## config.mk

```make
export PLATFORM = sky130hd
export DESIGN_NAME = convo_line_fifo
export DESIGN_NICKNAME = d
export VERILOG_FILES = /design/src/rtl/convo_line_fifo.sv
export SDC_FILE = /design/constraint.sdc
export NUM_CORES = 1
export LEC_CHECK = 0
export ABC_CLOCK_PERIOD_IN_PS = 4000
export BUFFER_PORTS_ARGS = -buffer_cell sky130_fd_sc_hd__buf_2
export CAP_MARGIN = 20
export CORE_MARGIN = 1
export CORE_UTILIZATION = 31
export CTS_CLUSTER_SIZE = 16
export DETAILED_ROUTE_END_ITERATION = 7
export SYNTH_ARGS = -nofsm -noshare
export SYNTH_HDL_FRONTEND = slang
export SYNTH_SLANG_ARGS = --single-unit
```

## constraint.sdc

```tcl
create_clock -name clk -period 4 [get_ports clk]
set_input_delay 0.4 -clock clk [delete_from_list [all_inputs] [get_ports clk]]
set_output_delay 0.4 -clock clk [all_outputs]
set_load 0.01 [all_outputs]
```

## src/rtl/convo_line_fifo.sv

```systemverilog
// Strided line-buffer FIFO for the convolution FIFO controller (ff_* command set).
// Define CONVO_FIFO_ERR_EN to add the sticky ovf/udf error flags.
module convo_line_fifo #(
  parameter int DATA_W = 8,
  parameter int DEPTH  = 32,
  parameter int ADDR_W = 5
) (
  input  logic              clk,
  input  logic              rst,
  input  logic              ff_rst,
  input  logic              ff_wen,
  input  logic              ff_ren,
  input  logic [2:0]        ff_stride,
  input  logic [4:0]        ff_row_len,
  input  logic [DATA_W-1:0] din,
  output logic [DATA_W-1:0] dout,
  output logic              dout_valid,
  output logic              empty,
  output logic              full,
  output logic              row_ready,
  output logic [ADDR_W:0]   count
`ifdef CONVO_FIFO_ERR_EN
  ,
  output logic              ovf,
  output logic              udf
`endif
);

  logic [DATA_W-1:0] mem [DEPTH];
  logic [ADDR_W-1:0] wptr;
  logic [ADDR_W-1:0] rptr;
  logic [4:0]        row_len_q;
  logic [ADDR_W:0]   adv;
  logic              wacc;
  logic              racc;

  // A zero stride still consumes one pixel so the controller can never stall the read side.
  assign adv       = (ff_stride == 3'd0) ? (ADDR_W+1)'(1) : (ADDR_W+1)'(ff_stride);
  assign empty     = (count == '0);
  assign full      = (count == (ADDR_W+1)'(DEPTH));
  assign row_ready = (count >= (ADDR_W+1)'(row_len_q));
  assign wacc      = ff_wen && !full;
  assign racc      = ff_ren && (count >= adv);

  // NOTE: sequential state uses non-blocking assignments so every register samples pre-edge values.
  always_ff @(posedge clk or posedge rst) begin
    if (rst) begin
      wptr       <= '0;
      rptr       <= '0;
      count      <= '0;
      dout       <= '0;
      dout_valid <= 1'b0;
      row_len_q  <= '0;
    end else if (ff_rst) begin
      wptr       <= '0;
      rptr       <= '0;
      count      <= '0;
      dout_valid <= 1'b0;
      row_len_q  <= ff_row_len;
    end else begin
      if (wacc) wptr <= wptr + ADDR_W'(1);
      if (racc) begin
        dout       <= mem[rptr];
        dout_valid <= 1'b1;
        rptr       <= rptr + adv[ADDR_W-1:0];
      end else begin
        dout_valid <= 1'b0;
      end
      count <= count + (ADDR_W+1)'(wacc) - (racc ? adv : '0);
    end
  end

  // NOTE: the pixel array has no reset; occupancy tracking guarantees stale words are never read.
  always_ff @(posedge clk) begin
    if (wacc && !ff_rst) mem[wptr] <= din;
  end

`ifdef CONVO_FIFO_ERR_EN
  always_ff @(posedge clk or posedge rst) begin
    if (rst) begin
      ovf <= 1'b0;
      udf <= 1'b0;
    end else if (ff_rst) begin
      ovf <= 1'b0;
      udf <= 1'b0;
    end else begin
      if (ff_wen && full)         ovf <= 1'b1;
      if (ff_ren && count < adv)  udf <= 1'b1;
    end
  end
`endif

endmodule

```

==> flow_metrics.tcl <==
set metrics [dict create \
    status "finished clean" \
    viasPerCell 4.94 \
    place_congestion 0.784 \
    cts_tree "built" \
    syn-num-nets 702 \
    worst_pin_slew_ps 909 \
    max_freq_mhz 301 \
    cp.depth 13 \
    post-place-cells 1192 \
    post_dp_cell_area_um2 12700 \
    crit_family "compound AO/OA/AOI/OAI gates" \
    clk_latency_ps 570 \
    final_cell_mix "256 x edfxtp_1, 50 x nor2_1, 38 x buf_2" \
    slew_violations 0 \
    p_sw_w 0.00224 \
    detail_route.wl_per_cell_um 20.6 \
    async_flop_share_pct 10.5 \
    die_h_um 198 \
    ys_seq_elements 286 \
    numCtsBuffers 29 \
    core_um2 37800 \
    post_cts_resized 0 \
    ioPinCount 39 \
    layout_min_cycle_time_ps 3320 \
    clock-sinks 286 \
    syn_to_final_growth_pct 14.0 \
    first_global_vias 6207 \
    firstDrtPassIters 5 \
    power_frac_comb_pct 22.0 \
    drc 0 \
    hp-start "ff_row_len[1]" \
    p_per_area_nw_per_um2 578 \
    hp-class "in -> reg" \
    drt_iter0_drc 473 \
    power_leakage_nw 4.56 \
    setup-tns-final_ps 0 \
    worst_ir_drop_vdd_v 0.000337 \
    dp_hpwl_um 16200 \
    crit_fanout 7 \
    finish.net_count 762 \
    initial_core_util_pct 31.6 \
    avgSynthCellArea_um2 18.3 \
    die_w_um 198 \
    fin_cells 1247 \
    setup_viol 0 \
    max_stage_delay_ps 480 \
    htree_levels 1 \
    via_count 6163 \
    holdPathStages 3 \
    period_share_pct 83.1 \
    end_kind "flip-flop" \
    r2r-start "count[0]" \
    floorplan.rows 71 \
    r2r-end "count[5]" \
    crit_slowest_cell "o211ai_1" \
    grt_max_degree 33 \
    cp_num_buf_inv 2 \
    final_layout_size_suffix_gt1_share_pct 18.9 \
    clockBufferDepth 3 \
    portBuffers 38 \
    ant_nets 0 \
    rsz0062_at_grt "no" \
    yosys_warnings 0 \
    slew_headroom_pct 39.2 \
    grt_usage_pct 13.3 \
    cts_root_buffer "clkbuf_16" \
    maxCapViolCount 0 \
    required_ps 4440 \
    wirelength_um 25700 \
    pwr-share-seq_pct 45.1 \
    grt_pass1_wl_um 38800 \
    synth_edf_count 256 \
    die-area_um2 39300 \
    syn_area_um2 11900 \
    stdcell_area_um2 13600 \
    cp.arrival_ps 3760 \
    clk_pin_slew_ps 60 \
    finalHoldViolCount 0 \
    fin_ws_ps 675 \
    r2r_cells 13 \
    power.internal_w 0.00562 \
    cp_cell_sequence "inv_1 -> ha_1 -> nand2b_1 -> a21oi_1 -> o211ai_1 -> buf_4 -> nand3_1 -> ha_1 -> ha_1 -> a21oi_1 -> o21bai_1 -> a21oi_1 -> mux2_2" \
    cp-start-kind "flip-flop" \
    finClkSkew_ps 22.0 \
    dp_slack_ps 410 \
    final_core_util_pct 36.0 \
    synth_flop_cell "edfxtp_1" \
    grt_overflow 0 \
    seq_area_frac_synth_pct 70.7 \
    syn_inst 653 \
    mostFrequentLayoutCell "edfxtp_1" \
    critPathKind "reg -> reg" \
    switching_share_pct 28.5 \
    reg2reg_slack_ps 680 \
    yosysUniqueCellTypes 52 \
    antenna_cells 0 \
    clock_power_share_pct 32.9 \
    antenna_found_initial 2 \
    whs_endpoint "row_len_q[1]" \
]
[registers in the layout (all words and copies together), names as in the netlist]
signal,flops
mem,256
wptr,5
count,6
row_len_q,5
rptr,5
dout,8
dout_valid,1
[routing by layer]
layer,vias up,wire length [µm],GRT usage (%)
li1,2741,-,-
met1,3183,11900,19.2
met2,185,11400,20.2
met3,50,1680,2.74
met4,4,628,3.62
met5,-,24,0
[worst reg2reg max path: stages (launching register included)]
cell      delay (ps)
dfrtp_1          430
inv_1             90
ha_1             270
nand2b_1          90
a21oi_1           80
o211ai_1         480
buf_4            250
nand3_1           90
ha_1             280
ha_1             340
a21oi_1          230
o21bai_1          90
a21oi_1          150
mux2_2           340
[Yosys cell counts (2+ instances only)]
library cell / instances / area (µm²)
xor2_1: 4 / 35.0
mux4_1: 21 / 552
clkbuf_1: 10 / 37.5
nand2b_1: 8 / 50.1
nand3_1: 5 / 25.0
a21o_1: 12 / 90.1
dfrtp_1: 30 / 751
o31ai_1: 2 / 15.0
o21ai_0: 7 / 35.0
a21oi_1: 17 / 85.1
nand3b_1: 3 / 22.5
fa_1: 2 / 40.0
nand2_1: 13 / 48.8
buf_1: 3 / 11.3
xnor2_1: 4 / 35.0
mux2_2: 4 / 45.0
or4_1: 2 / 15.0
mux4_2: 31 / 698
nand4_1: 2 / 12.5
a22oi_1: 22 / 165
buf_2: 6 / 30.0
o21bai_1: 2 / 15.0
a221oi_1: 6 / 52.6
a31oi_1: 8 / 50.1
nor2b_1: 7 / 43.8
and2_1: 4 / 25.0
o311ai_0: 6 / 52.6
nor2_1: 50 / 188
ha_1: 26 / 325
inv_1: 18 / 67.6
buf_6: 5 / 56.3
mux2i_1: 28 / 280
and2b_1: 2 / 15.0
a22o_1: 8 / 70.1
buf_8: 2 / 30.0
buf_12: 2 / 40.0
edfxtp_1: 256 / 7690
[final cells by class]
class	count	area [µm²]
Fill cell	3488	24200
Clock inverter	18	145
Sequential cell	286	8440
Tap cell	511	639
Multi-Input combinational cell	316	3170
Inverter	18	67.6
Clock buffer	36	752
Timing Repair Buffer	62	385
[stage by stage]
step	hold WS [ps]	power (W)
2_1_floorplan	485	0.00480
3_3_place_gp	406	0.00533
3_5_place_dp	408	0.00535
4_1_cts	44.8	0.00793
5_1_grt	52.1	0.00821
6_report	60.2	0.00786
[power groups by stage]
stage	clock, W	sequential [W]	combinational (W)
2_1_floorplan	0	0.00352	0.00128
3_3_place_gp	0	0.00361	0.00172
3_5_place_dp	0	0.00361	0.00173
4_1_cts	0.00264	0.00355	0.00174
5_1_grt	0.00276	0.00357	0.00189
6_report	0.00259	0.00355	0.00173
[what timing repair did]
action                                 4_1_cts  5_1_grt
buffers inserted                             0        0
hold buffers                                 1        0
endpoints found under the hold margin        8        0
[logic make-up (layout without fill, tap and decap cells)]
group / Yosys count / after routing / synth area share (%)
buffers and inverters: 51 / 134 / 2.76
adder cells (fa/ha/maj): 28 / 28 / 3.06
flip-flops: 286 / 286 / 70.7
AO/OA/AOI/OAI: 95 / 95 / 5.64
multiplexers: 84 / 84 / 13.2
XOR/XNOR: 8 / 8 / 0.587
AND/OR/NAND/NOR: 101 / 101 / 4.05
[how the worst max path moves through the flow]
stage / startpoint / endpoint / slack, ps
6_report: count[0] / count[5] / 680
2_1_floorplan: ff_stride[0] / count[5] / 720
4_1_cts: count[0] / count[5] / 690
3_3_place_gp: ff_stride[1] / count[5] / 490
5_1_grt: count[0] / count[5] / 460
3_5_place_dp: ff_stride[1] / count[5] / 410
Note: power is estimated with default switching activity, not from simulation.
